$ cat config.mk
export PLATFORM = sky130hd
export DESIGN_NAME = alu_branch_unit_flat
export DESIGN_NICKNAME = d
export VERILOG_FILES = /design/src/rtl/alu_branch_unit_pkg.sv /design/src/rtl/alu_branch_unit_if.sv /design/src/rtl/alu_branch_unit_alu_core.sv /design/src/rtl/alu_branch_unit.sv /design/src/flat_wrapper.sv
export SDC_FILE = /design/constraint.sdc
export NUM_CORES = 1
export LEC_CHECK = 0
export CAP_MARGIN = 40
export CELL_PAD_IN_SITES_DETAIL_PLACEMENT = 2
export CELL_PAD_IN_SITES_GLOBAL_PLACEMENT = 2
export CORE_UTILIZATION = 41
export CTS_CLUSTER_DIAMETER = 150
export DETAILED_ROUTE_END_ITERATION = 8
export DONT_BUFFER_PORTS = 1
export GPL_TIMING_DRIVEN = 0
export PLACE_DENSITY = 0.95
export SLEW_MARGIN = 20
export SYNTH_ARGS = -nofsm -noshare
export SYNTH_HDL_FRONTEND = slang
export SYNTH_HIERARCHICAL = 1
export SYNTH_SLANG_ARGS = --single-unit
$ cat constraint.sdc
create_clock -name i_clk -period 25.8 [get_ports i_clk]
set_input_delay 6.45 -clock i_clk [delete_from_list [all_inputs] [get_ports i_clk]]
set_output_delay 6.45 -clock i_clk [all_outputs]
set_load 0.03 [all_outputs]
$ cat src/rtl/alu_branch_unit_pkg.sv
// alu_branch_unit_pkg: shared types and encodings for the execute-stage ALU/branch unit
package alu_branch_unit_pkg;
  localparam int XLEN = 32;
  typedef logic [XLEN-1:0] data_t;
  typedef enum logic [3:0] {
    ALU_AND    = 4'b0000,
    ALU_OR     = 4'b0001,
    ALU_ADD    = 4'b0010,
    ALU_XOR    = 4'b0011,
    ALU_SLL    = 4'b0100,
    ALU_SRL    = 4'b0101,
    ALU_SUB    = 4'b0110,
    ALU_SRA    = 4'b0111,
    ALU_SLT    = 4'b1000,
    ALU_SLTU   = 4'b1001,
    ALU_PASS_B = 4'b1010
  } alu_op_e;
  typedef enum logic [2:0] {
    AOP_MEM    = 3'b000,
    AOP_BRANCH = 3'b001,
    AOP_RTYPE  = 3'b010,
    AOP_ITYPE  = 3'b011,
    AOP_LUI    = 3'b100,
    AOP_AUIPC  = 3'b101,
    AOP_JALR   = 3'b110,
    AOP_RSVD   = 3'b111
  } aluop_e;
  localparam logic [2:0] F3_BEQ  = 3'b000;
  localparam logic [2:0] F3_BNE  = 3'b001;
  localparam logic [2:0] F3_BLT  = 3'b100;
  localparam logic [2:0] F3_BGE  = 3'b101;
  localparam logic [2:0] F3_BLTU = 3'b110;
  localparam logic [2:0] F3_BGEU = 3'b111;
endpackage

$ cat src/rtl/alu_branch_unit_if.sv
// alu_branch_unit_if: control/operand inputs and result/branch outputs of the execute stage
interface alu_branch_unit_if;
  import alu_branch_unit_pkg::*;
  logic [2:0] i_ALUOp;
  logic [2:0] i_Funct3;
  logic [6:0] i_Funct7;
  data_t      i_Op1;
  data_t      i_Op2;
  logic       i_Branch;
  logic       i_Jump;
  data_t      o_Result;
  logic       o_Zero;
  logic [3:0] o_ALUControlLines;
  logic       o_B_J_result;
  logic [31:0] o_TakenCount;
  modport master (
    output i_ALUOp, i_Funct3, i_Funct7, i_Op1, i_Op2, i_Branch, i_Jump,
    input  o_Result, o_Zero, o_ALUControlLines, o_B_J_result, o_TakenCount
  );
  modport slave (
    input  i_ALUOp, i_Funct3, i_Funct7, i_Op1, i_Op2, i_Branch, i_Jump,
    output o_Result, o_Zero, o_ALUControlLines, o_B_J_result, o_TakenCount
  );
endinterface

$ cat src/rtl/alu_branch_unit_alu_core.sv
// alu_core: combinational 32-bit ALU operations and zero flag
module alu_core
  import alu_branch_unit_pkg::*;
(
  input  alu_op_e op,
  input  data_t   a,
  input  data_t   b,
  output data_t   result,
  output logic    zero
);
  logic [4:0] shamt;
  assign shamt = b[4:0];
  always_comb begin
    result = '0;
    case (op)
      ALU_AND:    result = a & b;
      ALU_OR:     result = a | b;
      ALU_ADD:    result = a + b;
      ALU_XOR:    result = a ^ b;
      ALU_SLL:    result = a << shamt;
      ALU_SRL:    result = a >> shamt;
      ALU_SUB:    result = a - b;
      ALU_SRA:    result = data_t'($signed(a) >>> shamt);
      ALU_SLT:    result = data_t'($signed(a) < $signed(b));
      ALU_SLTU:   result = data_t'(a < b);
      ALU_PASS_B: result = b;
      default:    result = '0;
    endcase
  end
  assign zero = (result == '0);
endmodule

$ cat src/rtl/alu_branch_unit.sv
// alu_branch_unit: ALU control decode, branch/jump resolve and taken counter
module alu_branch_unit
  import alu_branch_unit_pkg::*;
(
  input logic i_clk,
  input logic i_rstn,
  alu_branch_unit_if.slave bus
);
  alu_op_e    ctrl;
  logic [2:0] f3;
  logic       alt;
  logic       is_r;
  logic       sig;
  logic       cond;
  logic       taken;
  logic [31:0] taken_count;
  assign f3   = bus.i_Funct3;
  assign alt  = bus.i_Funct7[5];
  assign is_r = (aluop_e'(bus.i_ALUOp) == AOP_RTYPE);
  always_comb begin
    ctrl = ALU_ADD;
    case (aluop_e'(bus.i_ALUOp))
      AOP_BRANCH: ctrl = f3[2] ? (f3[1] ? ALU_SLTU : ALU_SLT) : (f3[1] ? ALU_ADD : ALU_SUB);
      AOP_RTYPE, AOP_ITYPE:
        case (f3)
          3'b000:  ctrl = (is_r && alt) ? ALU_SUB : ALU_ADD;
          3'b001:  ctrl = ALU_SLL;
          3'b010:  ctrl = ALU_SLT;
          3'b011:  ctrl = ALU_SLTU;
          3'b100:  ctrl = ALU_XOR;
          3'b101:  ctrl = alt ? ALU_SRA : ALU_SRL;
          3'b110:  ctrl = ALU_OR;
          default: ctrl = ALU_AND;
        endcase
      AOP_LUI: ctrl = ALU_PASS_B;
      default: ctrl = ALU_ADD;
    endcase
  end
  alu_core u_alu (
    .op    (ctrl),
    .a     (bus.i_Op1),
    .b     (bus.i_Op2),
    .result(bus.o_Result),
    .zero  (bus.o_Zero)
  );
  // f3[0] inverts the sense in both the zero-based and the compare-based branch pairs
  assign sig   = bus.o_Result[0];
  assign cond  = f3[2] ? (sig ^ f3[0]) : (f3[1] ? 1'b0 : (bus.o_Zero ^ f3[0]));
  assign taken = bus.i_Jump | (bus.i_Branch & cond);
  always_ff @(posedge i_clk or negedge i_rstn)
    if (!i_rstn) taken_count <= '0;
    else if (taken) taken_count <= taken_count + 32'd1;
  assign bus.o_ALUControlLines = ctrl;
  assign bus.o_B_J_result      = taken;
  assign bus.o_TakenCount      = taken_count;
endmodule

$ cat src/flat_wrapper.sv
// flat-port wrapper written by rule: the top's interface ports become plain ports
module alu_branch_unit_flat import alu_branch_unit_pkg::*;
  (i_clk, i_rstn, bus_i_ALUOp, bus_i_Funct3, bus_i_Funct7, bus_i_Op1, bus_i_Op2, bus_i_Branch, bus_i_Jump, bus_o_Result, bus_o_Zero, bus_o_ALUControlLines, bus_o_B_J_result, bus_o_TakenCount);
  alu_branch_unit_if bus_i ();
  input logic i_clk;
  input logic i_rstn;
  input wire logic [$bits(bus_i.i_ALUOp)-1:0] bus_i_ALUOp;
  input wire logic [$bits(bus_i.i_Funct3)-1:0] bus_i_Funct3;
  input wire logic [$bits(bus_i.i_Funct7)-1:0] bus_i_Funct7;
  input wire logic [$bits(bus_i.i_Op1)-1:0] bus_i_Op1;
  input wire logic [$bits(bus_i.i_Op2)-1:0] bus_i_Op2;
  input wire logic [$bits(bus_i.i_Branch)-1:0] bus_i_Branch;
  input wire logic [$bits(bus_i.i_Jump)-1:0] bus_i_Jump;
  output wire logic [$bits(bus_i.o_Result)-1:0] bus_o_Result;
  output wire logic [$bits(bus_i.o_Zero)-1:0] bus_o_Zero;
  output wire logic [$bits(bus_i.o_ALUControlLines)-1:0] bus_o_ALUControlLines;
  output wire logic [$bits(bus_i.o_B_J_result)-1:0] bus_o_B_J_result;
  output wire logic [$bits(bus_i.o_TakenCount)-1:0] bus_o_TakenCount;
  assign bus_i.i_ALUOp = bus_i_ALUOp;
  assign bus_i.i_Funct3 = bus_i_Funct3;
  assign bus_i.i_Funct7 = bus_i_Funct7;
  assign bus_i.i_Op1 = bus_i_Op1;
  assign bus_i.i_Op2 = bus_i_Op2;
  assign bus_i.i_Branch = bus_i_Branch;
  assign bus_i.i_Jump = bus_i_Jump;
  assign bus_o_Result = bus_i.o_Result;
  assign bus_o_Zero = bus_i.o_Zero;
  assign bus_o_ALUControlLines = bus_i.o_ALUControlLines;
  assign bus_o_B_J_result = bus_i.o_B_J_result;
  assign bus_o_TakenCount = bus_i.o_TakenCount;
  alu_branch_unit u_core (.i_clk(i_clk), .i_rstn(i_rstn), .bus(bus_i));
endmodule
* After elaboration in Yosys (flattened, before gate mapping)
Index checks and enable logic that the tools add are counted.
** Cells by class
- Multiplexer cells :: 10
- Shifts and indexed selects :: 3
- Add/subtract/negate cells :: 3
- Reduce and logical (&&, ||, !) cells :: 5
- Bitwise operators :: 7
- Equal/unequal tests :: 20
- $lt $le $gt $ge :: 2
** Operator list (count)
- 32-bit one-hot mux with 11 select lines :: 1
- 32-bit < comparator :: 2
- 32-bit by 1-bit adder with 32-bit output, second input constant :: 1
- 32-bit adder :: 1
- 32-bit bitwise AND :: 1
- 32-bit logical NOT :: 1
- 32-bit bitwise OR :: 1
- 32-bit by 5-bit << shifter with 32-bit output :: 1
- 32-bit by 5-bit >> shifter with 32-bit output :: 1
- 32-bit by 5-bit >>> shifter with 32-bit output :: 1
- 32-bit subtractor :: 1
- 32-bit bitwise XOR :: 1
- 4-bit one-hot mux with 7 select lines :: 1
- 4-bit by 3-bit equality test with 1-bit output, second input constant :: 4
- 3-bit by 2-bit equality test with 1-bit output, second input constant :: 4
- 3-bit equality test, second input constant :: 4
- 4-bit equality test, second input constant :: 3
- 4-bit one-hot mux with 3 select lines :: 1
- 4-bit by 2-bit equality test with 1-bit output, second input constant :: 2
- 3-bit by 1-bit equality test with 1-bit output, second input constant :: 2
- 3-bit 2-to-1 mux :: 2
- 4-bit by 1-bit equality test with 1-bit output, second input constant :: 1
- 4-bit logical NOT :: 1
- 4-bit 2-to-1 mux :: 1
- 8 further kinds :: 11
** Storage, ports and cells
- Bits of input ports :: 81
- Bits in registers :: 32
- Word-level logic and storage cells :: 51
- Output and inout bits :: 70

* Logic depth before layout (Yosys ltp)
Gate-level depths: netlist of run 1.
- Depth in word-level cells :: 13
- Mapped depth :: 25

* By module
Netlist of run 1, hierarchy kept.
** By module, submodules not included
- alu_core :: area an instance 10735.3 um^2, times used 1, seq. area each 0.0 um^2, cells an instance 1586
- alu_branch_unit :: area an instance 1694.1 um^2, times used 1, seq. area each 800.8 um^2, cells an instance 155

* Worst setup path before layout of run 1
No wires, ideal clock.
- Path type :: input to output
- Start :: in bus_i_Funct3[2]
- End :: out bus_o_B_J_result
- Setup slack :: 6.941 ns
- Stages on the path :: 20
- Arrival time :: 12.409 ns
- Path through :: clkbuf_1 nor2b_1 mux2i_1 o21ai_0 buf_2 clkbuf_1 clkbuf_1 nor2_1 a211oi_1 nand4_1 a2111oi_0 nand4b_1 nor4_1 nand4b_1 or4_1 nor4_2 xor2_1 a32oi_1 and2_0 inv_1
** On the way
- Word-level cells in the longest chain between the ends :: 11
- Elaborated cells on any way between the ends :: 29
** RTL lines
- start: declaration :: RTL line flat_wrapper.sv:8 : input wire logic [$bits(bus_i.i_Funct3)-1:0] bus_i_Funct3;
- 3-bit equality test, or another cell as far along :: RTL line alu_branch_unit.sv:25 : case (f3)
- 4-bit one-hot mux with 7 select lines :: RTL line alu_branch_unit.sv:25
- 4-bit one-hot mux with 3 select lines (*) :: RTL line alu_branch_unit.sv:22 : case (aluop_e'(bus.i_ALUOp))
- named net bus_o_ALUControlLines[3] :: RTL line flat_wrapper.sv:16 : output wire logic [$bits(bus_i.o_ALUControlLines)-1:0] bus_o_ALUControlLines;
- 4-bit equality test, or another cell as far along :: RTL line alu_branch_unit_alu_core.sv:15 : case (op)
- 32-bit one-hot mux with 11 select lines (*) :: RTL line alu_branch_unit_alu_core.sv:15
- named net bus_o_Result[2] :: RTL line flat_wrapper.sv:14 : output wire logic [$bits(bus_i.o_Result)-1:0] bus_o_Result;
- 32-bit logical NOT (*) :: RTL line alu_branch_unit_alu_core.sv:30 : assign zero = (result == '0);
- named net bus_o_Zero :: RTL line flat_wrapper.sv:15 : output wire logic [$bits(bus_i.o_Zero)-1:0] bus_o_Zero;
- 1-bit bitwise XOR (*) :: RTL line alu_branch_unit.sv:48 : assign cond = f3[2] ? (sig ^ f3[0]) : (f3[1] ? 1'b0 : (bus.o_Zero ^ f3[0]));
- 1-bit 2-to-1 mux (*) (2 in series) :: RTL line alu_branch_unit.sv:48
- 1-bit bitwise AND (*) :: RTL line alu_branch_unit.sv:49 : assign taken = bus.i_Jump | (bus.i_Branch & cond);
- 1-bit bitwise OR (*) :: RTL line alu_branch_unit.sv:49
- end: declaration :: RTL line flat_wrapper.sv:17 : output wire logic [$bits(bus_i.o_B_J_result)-1:0] bus_o_B_J_result;
The timed path passes the listed nets; every way through them passes the cells marked *.

* Final worst setup path of run 1
- Start :: in bus_i_Funct3[2]
- End :: out bus_o_B_J_result
** On the way
- Word-level cells in the longest chain between the ends :: 11
- Elaborated cells on any way between the ends :: 29
** RTL lines (RTL line)
- 3-bit equality test, or another cell as far along :: alu_branch_unit.sv:25
- 4-bit one-hot mux with 7 select lines :: alu_branch_unit.sv:25
- 4-bit one-hot mux with 3 select lines (*) :: alu_branch_unit.sv:22
- named net bus_o_ALUControlLines[1] :: flat_wrapper.sv:16
- 4-bit equality test, or another cell as far along :: alu_branch_unit_alu_core.sv:15
- 32-bit one-hot mux with 11 select lines (*) :: alu_branch_unit_alu_core.sv:15
- named net bus_o_Result[2] :: flat_wrapper.sv:14
- 32-bit logical NOT (*) :: alu_branch_unit_alu_core.sv:30
- 1-bit bitwise XOR (*) :: alu_branch_unit.sv:48
- 1-bit 2-to-1 mux (*) (2 in series) :: alu_branch_unit.sv:48
- 1-bit bitwise AND (*) :: alu_branch_unit.sv:49
- 1-bit bitwise OR (*) :: alu_branch_unit.sv:49
Marks and branches as above.

==> key figures, run 1 <==
Outcome
  • Outcome: finished clean

Floorplan
  • Die width: 176.1 um
  • Die ar.: between 30,000 and 40,000 sq um
  • # IOs: 151
  • Die Ht: between 150 and 200 um
  • Initial Util: 0.4183
  • Core box area: approximately 30,000 sq um
  • Row cnt: 63

Final layout
  • Max reg flops: 32
  • Core Util, Final: 0.4494
  • Fin nets: roughly 2,000
  • P&R area growth vs syn: 7.439%
  • Share of layout cells above drive strength 1: 0.1036

Clocking
  • Root Buffer: clkbuf_16
  • CTS tree: yes
  • Worst-skew pair later-pin latency: 0.28 ns
  • CTS Buf Count: 5
  • Worst-path clk slew: ~0.060 ns
  • # resized after CTS: 0
  • Clock Sink Count: 32
  • H-tree Lvls: 2
  • Post-CTS repair timing setup buffer count: 0
  • Clk buf depth: 2
  • # hold bufs at CTS: 0

Pwr
  • Net Sw Power: 0.0003137 W
  • Leakage: 5.332 nW
  • Worst vdd ir: 0.06060 mV
  • Sequential Power Share: 0.168
  • Sw frac: 0.5999
  • Cell area power density: between 30 and 40 nW/um^2
  • Int Power: 0.0002092 W
  • Part of the power in combinational logic: 0.701
  • Clock Power Share: 0.132

STA
  • Min cycle time layout: 21.38 ns
  • Rel. slew slack: 0.3142
  • Slew Viols, Final: 0
  • Actual slew at the worst max-slew pin: 1.025 ns
  • Skew final: 0.007242 ns
  • Final Hold Vio Count: 0
  • Fin crit share: 0.8287
  • RSZ-0062 raised after global routing: no
  • Worst hold slack: 0.7225 ns
  • Max Fclk: 46.77 MHz
  • Total Neg Setup Slack: 0 ns
  • Final setup fails: 0

Detailed routing
  • Routed Wire Length: 88.27 mm
  • Vias: 17,250
  • Post-DRT Antenna Nets: 0
  • DRC violations left: 0
  • DR iter-0 viols: 2,750
  • Vias per cell: 7.953
  • First-pass DRT Iterations: 8
  • Routed wire per std cell: a little over 40 um

GRT
  • Largest net degree at the start of global routing: 33
  • Initial antenna violation count: 1
  • Total GRT Usage: 0.5547
  • Met3 Usage GRT: 0.1634
  • Gr busiest metal: met2
  • GRT overflow: 0
  • First-pass GRT wire length: approximately 130 mm
  • Vias in the first global route: between 15,000 and 20,000
  • Met1 global-route usage: 0.6457
  • GR met2 Demand/Resource: 0.8476

Synthesis
  • Part of the Yosys area used for sequential elements: 0.06443
  • Yosys cell types: 90
  • Synth Net Count: between 1,500 and 2,000
  • Post-Syn Area per Cell: 7.139 sq um
  • Ys async rst share: 1.000
  • Yosys reg bits: 32
  • Post-synth EDFFs: 0
  • Top-count cell post-synth: nand2_1
  • Post-Syn Instances: between 1,500 and 2,000
  • Most frequent cells after synthesis: 151 x nand2_1, 148 x nor2_1, 116 x a21oi_1, 110 x inv_1, 105 x ha_1
  • Cell Area, Synth: 12,430 sq um
  • YS warnings: 6
  • Top FF cell, synth: dfrtp_1
  • Top cells by area, synth: ha_1 11%, dfrtp_1 6.4%, mux2i_1 5.6%
  • Area leader, netlist: ha_1
  • Area share of the largest cell type after synthesis: 0.1057

Hold path
  • Worst Hold Class: reg -> reg

Worst setup path
  • Largest fanout on the critical path: 10
  • Critical path type: in -> out
  • CP max-delay cell: nand4_1
  • CP Data Required Time: 19.35 ns
  • Worst Path Arrival: 14.93 ns
  • Worst path top cell family by delay: simple AND/OR/NAND/NOR gates
  • Crit-path max cell delay: between 0.7 and 0.8 ns
  • Buffers & Inverters on Critical Path: 8
  • Crit path launch type: input pin
  • CP Cell Sequence: clkbuf_1 -> a21boi_0 -> o21ai_0 -> a21o_1 -> buf_2 -> clkbuf_1 -> clkbuf_1 -> nand3b_1 -> nor3_1 -> o21ai_0 -> nand4_1 -> a2111oi_2 -> buf_2 -> clkdlybuf4s15_2 -> nand4b_1 -> nor4_1 -> nand4b_1 -> or4_1 -> nor4_2 -> buf_2 -> xor2_1 -> a32oi_1 -> and2_0 -> inv_1
  • CP Capture Type: output pin

Place
  • RePlAce Congestion: 1.099
  • Port Buffers: 0
  • Dpl hpwl: 70.20 mm

Flow run
  • Max Cap Violations: 0
==> power by group through the flow <==
stage	clock, W	sequential [W]	combinational [W]
after floorplan	0	0.0000833	0.000221
after CTS	0.0000694	0.0000876	0.000343
after detailed placement	0	0.0000881	0.000341
after global routing	0.0000700	0.0000885	0.000370
final	0.0000690	0.0000876	0.000366
after global placement	0	0.0000856	0.000317
==> stage by stage <==
step,cell area [sq um],cells,worst slack (ns),power [W]
after CTS,13290,2159,4.690,0.0005001
after floorplan,12430,1741,6.941,0.0003041
final,13350,2169,4.420,0.0005229
after detailed placement,13120,2151,4.805,0.0004290
after global placement,12920,2131,3.259,0.0004022
after global routing,13350,2166,4.472,0.0005289
==> path summary, 6_finish.rpt <==
kind	from	to	slack (ns)	cells after the start
worst min register to register	u_core/bus.o_TakenCount[26]$_DFFE_PN0P_	u_core/bus.o_TakenCount[26]$_DFFE_PN0P_	0.72	1
worst min-delay path	u_core/bus.o_TakenCount[26]$_DFFE_PN0P_	u_core/bus.o_TakenCount[26]$_DFFE_PN0P_	0.72	1
min in group asynchronous	i_rstn	u_core/bus.o_TakenCount[18]$_DFFE_PN0P_	5.86	0
max in group asynchronous	i_rstn	u_core/bus.o_TakenCount[4]$_DFFE_PN0P_	19.86	0
worst max register to register	u_core/bus.o_TakenCount[9]$_DFFE_PN0P_	u_core/bus.o_TakenCount[31]$_DFFE_PN0P_	23.50	5
worst max-delay path	bus_i_Funct3[2]	bus_o_B_J_result	4.42	24
==> worst register-to-register path, cell delays in order (launching register included) <==
cell and delay, ns:
dfrtp_1 0.61, nand3_1 0.35, nor4_4 0.47, nand4_4 0.25, nor4_4 0.29, xor2_1 0.24
==> layout make-up <==
| class | count | area, sq um |
|---|---|---|
| Timing Repair Buffer | 27 | 211.5 |
| Sequential cell | 32 | 800.8 |
| Clock inverter | 2 | 35.03 |
| Buffer | 132 | 568.0 |
| Multi-Input combinational cell | 1464 | 10690 |
| Inverter | 113 | 424.2 |
| Tap cell | 390 | 488.0 |
| Fill cell | 3576 | 16360 |
| Antenna cell | 3 | 7.507 |
| Clock buffer | 6 | 128.9 |
==> cells by family (layout without fill, tap and decap cells) <==
| family | after synthesis | in the layout | synth area share |
|---|---|---|---|
| muxes | 144 | 144 | 0.1492 |
| xor gates and xnor gates | 46 | 46 | 0.03241 |
| DFF | 32 | 32 | 0.06443 |
| and+or+nand+nor | 594 | 594 | 0.2471 |
| other | 0 | 3 | 0 |
| buffers and inverters | 245 | 280 | 0.07983 |
| AOI/OAI and AO/OA | 573 | 573 | 0.3181 |
| adders and majority gates | 107 | 107 | 0.1089 |
==> cell usage in the layout (no fill, tap or decap), types with 12 or more instances in the layout <==
cell type / n
nand2b_1: 28
dfrtp_1: 32
a21o_1: 24
ha_1: 105
nand3_1: 49
xor2_1: 14
a21oi_1: 116
a31oi_1: 17
mux2i_1: 69
clkbuf_1: 88
nor3_1: 51
and3_1: 12
o21ai_0: 101
nand2_1: 151
xnor2_1: 32
a211o_1: 15
mux4_2: 27
inv_1: 110
o2111ai_1: 14
o21bai_1: 12
nand3b_1: 12
nor2b_1: 29
a22oi_1: 19
a211oi_1: 30
nand4_1: 19
o22ai_1: 26
mux2_2: 44
o31ai_1: 21
o211ai_1: 39
nor2_1: 148
or3_1: 13
buf_2: 37
a2111oi_0: 12
==> layer usage <==
layer  part of all wire  up-vias
li1                   -     6608
met1               0.35     8448
met2               0.42     1591
met3               0.12      604
met4               0.10        0
met5                  0        -
Power figures use the tool's default switching activity.
==> run 2: changes to the inputs <==
Settings changed: CORE_UTILIZATION 41 to 35, PLACE_DENSITY 0.95 to 0.92.
Clock period 25.8 ns to 17.15 ns, I/O delays scaled along.
==> run 2 against run 1 <==
Utilization is 6.1 points lower. Worst hold slack worse by 0.030 ns. Global-route usage is 8.1 points lower. Die area is 17% higher. Critical path type unchanged. Critical endpoint unchanged.
==> key figures, run 2 (synthesis gave the netlist of run 1 again) <==
GRT
  • First-pass GRT wire length: 124.1 mm (-0.94%)
  • Largest net degree at the start of global routing: 33 (unchanged)
  • Vias in the first global route: 16,800 (-5.3%)
  • GRT overflow: 0 (unchanged)
  • Total GRT Usage: 0.4738 (-0.08094)
  • Initial antenna violation count: 4 (+3)

Final layout
  • Fin nets: 1,965 (+0.10%)
  • Sequential cell area: 800.8 sq um (unchanged)
  • Max reg flops: 32 (unchanged)
  • P&R area growth vs syn: 8.345%
  • Area of the multi-input gates: 10,690 sq um (about the same)
  • Highest-count cells in the layout ignoring fill and taps: 151 x nand2_1, 148 x nor2_1, 116 x a21oi_1
  • Filler cells: 4,177 (+17%)
  • Commonest non-fill, non-tap cell in the layout: nand2_1
  • Share of layout cells above drive strength 1: 0.1046 (+0.001008)
  • Core Util, Final: 0.3879 (-0.06143)
  • Post-route cell area: 13,470 sq um (+0.84%)

Worst setup path
  • Worst R2R Setup Slack: 14.76 ns (-8.74 ns)
  • Crit-path max cell delay: 0.68 ns (-0.07 ns)
  • Worst Path Arrival: 12.54 ns (-2.39 ns)
  • Crit path launch type: input pin
  • CP max-delay cell: nand4_1
  • CP Capture Type: output pin
  • Worst path top cell family by delay: simple AND/OR/NAND/NOR gates
  • CP Data Required Time: 12.86 ns (-6.49 ns)
  • Buffers & Inverters on Critical Path: 7 (-1)
  • Critical path type: in -> out
  • CP Cell Sequence: clkbuf_1 -> a21boi_0 -> o21ai_0 -> a21o_1 -> buf_2 -> clkbuf_1 -> clkbuf_1 -> nand3b_1 -> nor3_1 -> o21ai_0 -> nand4_1 -> a2111oi_2 -> buf_2 -> nand4b_1 -> nor4_1 -> nand4b_1 -> or4_1 -> nor4_2 -> buf_2 -> xor2_1 -> a32oi_1 -> and2_0 -> inv_1
  • Largest fanout on the critical path: 10 (unchanged)

Pwr
  • Part of the power in combinational logic: 0.697 (-0.004)
  • Leakage: 5.349 nW (+0.31%)
  • Int Power: 0.0003139 W (+50%)
  • Sw frac: 0.5979 (-0.001949)
  • Cell area power density: 57.98 nW/um^2 (+48%)
  • Total power: 0.0007808 W (+49%)
  • Clock Power Share: 0.135 (+0.003)
  • Sequential Power Share: 0.168 (about the same)
  • Net Sw Power: 0.0004669 W (+49%)
  • Worst vdd ir: 0.06529 mV (+7.7%)

Floorplan
  • Die ar.: 36,270 sq um (+17%)
  • Core box area: 34,710 sq um (+17%)
  • Row cnt: 68 (+7.9%)
  • Die width: 190.4 um (+8.1%)
  • Die Ht: 190.4 um (+8.1%)
  • # IOs: 151 (unchanged)
  • Initial Util: 0.3581 (-0.06020)

Outcome
  • Outcome: finished clean

Flow run
  • Max Cap Violations: 0 (unchanged)

Clocking
  • Post-CTS repair timing setup buffer count: 0 (unchanged)
  • CTS Buf Count: 5 (unchanged)
  • # hold bufs at CTS: 0 (unchanged)
  • Clk buf depth: 2 (unchanged)
  • CTS tree: yes
  • H-tree Lvls: 2 (unchanged)
  • Clock Sink Count: 32 (unchanged)
  • Worst-skew pair later-pin latency: 0.28 ns (about the same)
  • Root Buffer: clkbuf_16
  • Worst-path clk slew: 0.06 ns (about the same)
  • # resized after CTS: 0 (unchanged)

Place
  • DP Area: 13,270 sq um (+1.1%)
  • RePlAce Congestion: 1.028 (-6.5%)
  • Dpl hpwl: 71.50 mm (+1.9%)
  • Port Buffers: 0 (unchanged)

Hold path
  • Worst Hold Class: reg -> reg

Detailed routing
  • Post-DRT Antenna Nets: 0 (unchanged)
  • Routed wire per std cell: 39.61 um (-2.7%)
  • First-pass DRT Iterations: 7 (-1)
  • Routed Wire Length: 88.53 mm (+0.30%)
  • Vias: 16,660 (-3.4%)
  • DR iter-0 viols: 1,963 (-29%)
  • Vias per cell: 7.455 (-6.3%)
  • DRC violations left: 0 (unchanged)

STA
  • RSZ-0062 raised after global routing: no
  • Fin crit share: 0.9814
  • Total Neg Setup Slack: 0 ns (unchanged)
  • Rel. slew slack: 0.2606 (-0.05357)
  • Final Hold Vio Count: 0 (unchanged)
  • Final setup fails: 0 (unchanged)
  • Skew final: 0.006756 ns (-0.0004861 ns)
  • Actual slew at the worst max-slew pin: 1.109 ns (+0.08414 ns)
  • Min cycle time layout: 16.83 ns
  • Max Fclk: 59.41 MHz
  • Slew Viols, Final: 0 (unchanged)
## run 2: power groups by stage
stage / Clock, W / Sequential [W] / Combinational (W)
2_1_floorplan: 0 / 0.000125 / 0.000332
4_1_cts: 0.000105 / 0.000131 / 0.000518
6_report: 0.000105 / 0.000131 / 0.000545
5_1_grt: 0.000108 / 0.000133 / 0.000556
3_3_place_gp: 0 / 0.000130 / 0.000484
3_5_place_dp: 0 / 0.000132 / 0.000512
## run 2: path summary, 6_finish.rpt
kind,from,endpoint,cells past startpoint
setup / recovery,bus_i_Funct3[2],bus_o_B_J_result,23
hold / removal,u_core/bus.o_TakenCount[31]$_DFFE_PN0P_,u_core/bus.o_TakenCount[31]$_DFFE_PN0P_,1
setup reg to reg,u_core/bus.o_TakenCount[9]$_DFFE_PN0P_,u_core/bus.o_TakenCount[26]$_DFFE_PN0P_,5
hold reg to reg,u_core/bus.o_TakenCount[31]$_DFFE_PN0P_,u_core/bus.o_TakenCount[31]$_DFFE_PN0P_,1
max in group asynchronous,i_rstn,u_core/bus.o_TakenCount[18]$_DFFE_PN0P_,0
min in group asynchronous,i_rstn,u_core/bus.o_TakenCount[9]$_DFFE_PN0P_,0
## run 2: cell type report
cell class,instances,area share
multi-input combinational,1464,0.7937
inverter,113,0.03150
antenna,2,0.0003716
clock inverter,3,0.003159
sequential,32,0.05946
tap,455,0.04227
buffer,132,0.04218
clock buffer,5,0.009291
timing repair buffer,29,0.01802
## run 2: worst register-to-register path: stages, from the launching register on
cell and delay (ns):
dfrtp_1 0.61, nand3_1 0.32, nor4_4 0.58, nand4_4 0.29
nor3_1 0.29, xor2_1 0.21
## run 2: layer usage
layer  routed length [um]  up-vias  GRT usage  share of wire
met4                 6836        8     0.2929          0.077
met2                39430     1227     0.7618           0.45
met3                 9202      362     0.1108           0.10
li1                     -     6615          -              -
met1                33010     8451     0.5688           0.37
met5                   55        -          0        0.00062
## run 2: per-stage QoR
step           std cells  worst slack, ns  hold WS, ns
2_1_floorplan       1741            2.616       0.6486
3_3_place_gp        2196           -1.584       0.6781
6_report            2235           0.3183       0.6924
3_5_place_dp        2221           0.8426       0.6869
4_1_cts             2229           0.7746       0.6927
5_1_grt             2233           0.3103       0.7050
